File: config.mk
export PLATFORM = sky130hd
export DESIGN_NAME = led_breathe_pwm
export DESIGN_NICKNAME = d
export VERILOG_FILES = /design/src/rtl/led_breathe_pwm.sv
export SDC_FILE = /design/constraint.sdc
export NUM_CORES = 1
export LEC_CHECK = 0
export CAP_MARGIN = 20
export CORE_UTILIZATION = 60
export CTS_CLUSTER_DIAMETER = 150
export CTS_CLUSTER_SIZE = 40
export DETAILED_ROUTE_END_ITERATION = 6
export DONT_BUFFER_PORTS = 1
export MAX_ROUTING_LAYER = met4
export PLACE_DENSITY_LB_ADDON = 0.12
export SKIP_CTS_REPAIR_TIMING = 1
export SYNTH_ARGS = -nofsm -noshare
export SYNTH_HDL_FRONTEND = slang
export SYNTH_SLANG_ARGS = --single-unit
File: constraint.sdc
create_clock -name clk -period 2.3 [get_ports clk]
set_input_delay 0.46 -clock clk [delete_from_list [all_inputs] [get_ports clk]]
set_output_delay 0.46 -clock clk [all_outputs]
set_load 0.005 [all_outputs]
File: src/rtl/led_breathe_pwm.sv
// LED pattern generator: breathe (triangle PWM), blink and chase modes.
// A free-running PWM counter feeds a step divider; the resulting tick
// advances the pattern. LED outputs are registered one cycle after the
// counters they are decoded from.
module led_breathe_pwm #(
    parameter int unsigned N_LED    = 4,
    parameter int unsigned PWM_BITS = 8,
    parameter int unsigned STEP_DIV = 98
) (
    input  logic                clk,
    input  logic                rst_n,
    input  logic                en,
    input  logic [1:0]          mode,
    output logic [N_LED-1:0]    led,
    output logic [PWM_BITS-1:0] level,
    output logic                peak
);

    localparam int unsigned POS_W  = $clog2(N_LED);
    localparam int unsigned STEP_W = (STEP_DIV > 1) ? $clog2(STEP_DIV) : 1;

    localparam logic [PWM_BITS-1:0] LVL_MAX  = {PWM_BITS{1'b1}};
    localparam logic [PWM_BITS-1:0] LVL_TOP  = {{(PWM_BITS-1){1'b1}}, 1'b0};
    localparam logic [PWM_BITS-1:0] LVL_ONE  = {{(PWM_BITS-1){1'b0}}, 1'b1};
    localparam logic [STEP_W-1:0]   STEP_LAST = STEP_W'(STEP_DIV - 1);
    localparam logic [POS_W-1:0]    POS_LAST  = POS_W'(N_LED - 1);
    localparam logic [N_LED-1:0]    LED_ONE   = {{(N_LED-1){1'b0}}, 1'b1};

    localparam logic [1:0] MODE_OFF     = 2'b00;
    localparam logic [1:0] MODE_BREATHE = 2'b01;
    localparam logic [1:0] MODE_BLINK   = 2'b10;
    localparam logic [1:0] MODE_CHASE   = 2'b11;

    typedef enum logic {DirUp, DirDown} dir_t;

    logic [1:0]          mode_q;
    logic [PWM_BITS-1:0] pwm_cnt;
    logic [STEP_W-1:0]   step_cnt;
    logic [POS_W-1:0]    pos;
    dir_t                dir;

    logic                clear;
    logic                pwm_wrap;
    logic                tick;
    logic [POS_W-1:0]    pos_nxt;
    logic [PWM_BITS-1:0] level_nxt;
    dir_t                dir_nxt;
    logic                peak_nxt;
    logic [N_LED-1:0]    led_nxt;

    // A mode change or disable restarts everything and suppresses the tick.
    assign clear    = !en || (mode != mode_q);
    assign pwm_wrap = (pwm_cnt == LVL_MAX);
    assign tick     = pwm_wrap && (step_cnt == STEP_LAST) && !clear;
    assign pos_nxt  = (pos == POS_LAST) ? '0 : pos + 1'b1;

    // Pattern advance on tick: brightness/position and breathe direction.
    always_comb begin
        level_nxt = level;
        dir_nxt   = dir;
        peak_nxt  = 1'b0;
        if (tick) begin
            case (mode_q)
                MODE_BREATHE: begin
                    if (dir == DirUp) begin
                        if (level != LVL_MAX) begin
                            level_nxt = level + 1'b1;
                            peak_nxt  = (level == LVL_TOP);
                        end else begin
                            level_nxt = LVL_TOP;
                            dir_nxt   = DirDown;
                        end
                    end else begin
                        if (level != '0) begin
                            level_nxt = level - 1'b1;
                        end else begin
                            level_nxt = LVL_ONE;
                            dir_nxt   = DirUp;
                        end
                    end
                end
                MODE_BLINK: level_nxt = level + 1'b1;
                MODE_CHASE: level_nxt = PWM_BITS'(pos_nxt);
                MODE_OFF:   level_nxt = level;
                default:    level_nxt = level;
            endcase
        end
    end

    // LED decode from the current counters; registered below for 1-cycle latency.
    always_comb begin
        led_nxt = '0;
        if (!clear) begin
            case (mode_q)
                MODE_BREATHE: led_nxt = {N_LED{pwm_cnt < level}};
                MODE_BLINK:   led_nxt = {N_LED{level[PWM_BITS-1]}};
                MODE_CHASE:   led_nxt = LED_ONE << pos;
                MODE_OFF:     led_nxt = '0;
                default:      led_nxt = '0;
            endcase
        end
    end

    // Counters, pattern state and registered outputs.
    always_ff @(posedge clk or negedge rst_n) begin
        if (!rst_n) begin
            mode_q   <= MODE_OFF;
            pwm_cnt  <= '0;
            step_cnt <= '0;
            pos      <= '0;
            dir      <= DirUp;
            level    <= '0;
            peak     <= 1'b0;
            led      <= '0;
        end else begin
            mode_q <= mode;
            if (clear) begin
                pwm_cnt  <= '0;
                step_cnt <= '0;
                pos      <= '0;
                dir      <= DirUp;
                level    <= '0;
                peak     <= 1'b0;
                led      <= '0;
            end else begin
                pwm_cnt <= pwm_cnt + 1'b1;
                if (pwm_wrap) begin
                    step_cnt <= (step_cnt == STEP_LAST) ? '0 : step_cnt + 1'b1;
                end
                if (tick && (mode_q == MODE_CHASE)) begin
                    pos <= pos_nxt;
                end
                dir   <= dir_nxt;
                level <= level_nxt;
                peak  <= peak_nxt;
                led   <= led_nxt;
            end
        end
    end

endmodule
==> impl_metrics.yaml <==
worst_setup_path:
  rr_startpoint: "pwm_cnt[0]"
  worstPathMaxFanout: 9
  r2r-end: "level[7]"
  r2r_cells: 6
  crit_type: "reg -> reg"
  crit_arrival_ps: 2350
  endpoint_kind: "flop"
  required_ps: 2500
  start_kind: "flop"
  r2r_slack_ps: 150
sta:
  finalMaxSlewViolations: 0
  tns_ps: 0
  period_minus_slack_ps: 2150
  fin_worst_skew_ps: 8.20
  max_freq_ghz: 0.465
  grt_setup_unrepaired: "false"
  worstMarginPinSlew_ps: 571
  setup-violations-final: 0
  fin_hold_ws_ps: -8.63
  hold_viol_final: 4
  finalCritPeriodShare_pct: 93.6
  maxSlewHeadroom_pct: 61.6
layout:
  regArea_um2: 826
  diodes: 0
  final_nets: 292
  final_common_cell: "dfrtp_1"
  final_cell_mix: "33 x dfrtp_1, 30 x nor2_1, 23 x o21ai_0"
  multi_input_area_um2: 1390
  fill_cells: 307
  area_growth_pct: 7.78
  final_core_util_pct: 68.1
  layout-drive-gt1-share_pct: 12.2
routing:
  vias: 1952
  route.detailed.drc: 0
  viasPerCell: 6.14
  dr.first_iter.drc_count: 165
  first_pass_iters: 4
  routedWlPerCell_um: 16.8
  ant_nets: 0
  wirelength_mm: 5.34
synthesis:
  synth_area_leaders: "dfrtp_1 35%, ha_1 9.7%, o21ai_0 4.9%, nor2_1 4.8%, nand2_1 3.5%"
  syn_area_um2: 2330
  synth_nets: 289
  ys_warn_count: 0
  async_reset_ff_share_pct: 100
  synth_cell_types: 53
  syn_area_per_cell_um2: 8.76
  synth_edf_count: 0
  yosysTopAreaCellShare_pct: 35.4
  netlist_instances: 266
  synth-seq-cells: 33
  ys.flop_type: "dfrtp_1"
  synth_seq_area_share_pct: 35.4
  synth_area_leader_cell: "dfrtp_1"
power:
  p_per_area_nw_per_um2: 485
  p_total_w: 0.00122
  ir_worst_vdd_mv: 0.399
  leakagePower_nw: 1.03
grt:
  antenna_found_initial: 0
  grt_first_pass_wirelength_mm: 9.11
  grt_max_degree: 34
  grt_overflow: 0
  track_usage_pct: 30.1
  grt_pass1_vias: 1901
floorplan:
  die_w_um: 64.3
  core_um2: 3690
  num_io_pins: 18
  fp.dieH_um: 64.3
  start_util_pct: 63.2
  fp-row-count: 22
  dieArea_um2: 4140
status:
  status: "finished, violations left"
  violations: "negative hold slack"
run:
  maxCapViolCount: 0
placed_design:
  gp_congestion: 0.945
  port_buffers: 0
  place_hpwl_mm: 3.89
min_path:
  hold_class: "in -> async"
clock_network:
  cts_sinks: 33
  clk_path_buf_depth: 2
  insertion_delay_ps: 280
  cts_tree: "yes"
  cts_root_buf: "clkbuf_8"
  cts-htree-levels: 2
  cts_buffers: 5
  clkTransAtPathRegs_ps: 70
[area by class of cell]
class | instances | area share, %
sequential | 33 | 32.9
clock buffer | 7 | 3.44
timing repair buffer | 8 | 2.89
tap | 48 | 2.39
clock inverter | 1 | 1.20
multi-input combinational | 207 | 55.1
inverter | 14 | 2.09
[flip-flops by register name, indices dropped and copies added (netlist names)]
name,cells
dir,1
led,4
level,8
mode_q,2
peak,1
pos,2
pwm_cnt,8
step_cnt,7
[Yosys cell counts, drive strengths merged (2+ instances only)]
cell and count:
dfrtp 33, nor2 30, nand2 23, o21ai 23, ha 18, inv 14
nand3 14, a21oi 13, buf 10, xor2 9, and2 8, nor3 8
a211oi 6, and3 6, or3 6, nand4 5, xnor2 5, and4 3
mux2i 3, a21boi 2, a311oi 2, clkbuf 2, nor4 2, nor4b 2
o221ai 2
[worst max-delay path by stage]
stage | start | endpoint | slack (ps) | depth (start not counted)
5_1_grt | pwm_cnt[0] | level[7] | 20 | 6
3_3_place_gp | pwm_cnt[1] | level[7] | 200 | 6
4_1_cts | pwm_cnt[0] | level[7] | 200 | 6
2_1_floorplan | level[6] | led[0] | 540 | 8
3_5_place_dp | pwm_cnt[0] | level[7] | 220 | 6
6_report | pwm_cnt[0] | level[7] | 150 | 6
[worst max-delay path, cell delays in order, from the launching register on]
cell	delay, ps
dfrtp_1	430
ha_1	240
and3_1	220
nand2_1	180
nor3_1	460
nand3_1	290
o221ai_1	240
[routing by layer]
metal,vias to the layer above,global-route usage [%],wire [µm]
met5,-,-,0
met4,0,9.72,81
met3,10,7.68,218
met2,48,43.9,2540
met1,932,40.9,2500
li1,962,-,-
[metrics by stage]
stage | instances | area [µm²] | hold WS [ps] | setup slack, ps
final | 318 | 2510 | -8.63 | 148
after global routing | 318 | 2510 | -6.06 | 15.6
after CTS | 317 | 2490 | -145 | 197
after detailed placement | 309 | 2380 | 165 | 218
after global placement | 309 | 2380 | 165 | 203
after floorplan | 266 | 2330 | 164 | 545
[report_power, final]
part           switching [W]  internal, W
clock network       0.000218     0.000353
registers         0.00000847     0.000585
logic              0.0000369    0.0000174
total               0.000263     0.000955
[cell families after synthesis]
| kind of cell | Yosys count | share of synthesized area (%) |
|---|---|---|
| compound gates | 61 | 16.9 |
| mux | 3 | 1.29 |
| fa+ha+maj | 18 | 9.66 |
| xor+xnor | 14 | 5.26 |
| simple gates | 111 | 26.4 |
| buf+inv | 26 | 5.15 |
| flops | 33 | 35.4 |
Power figures use the tool's default switching activity.
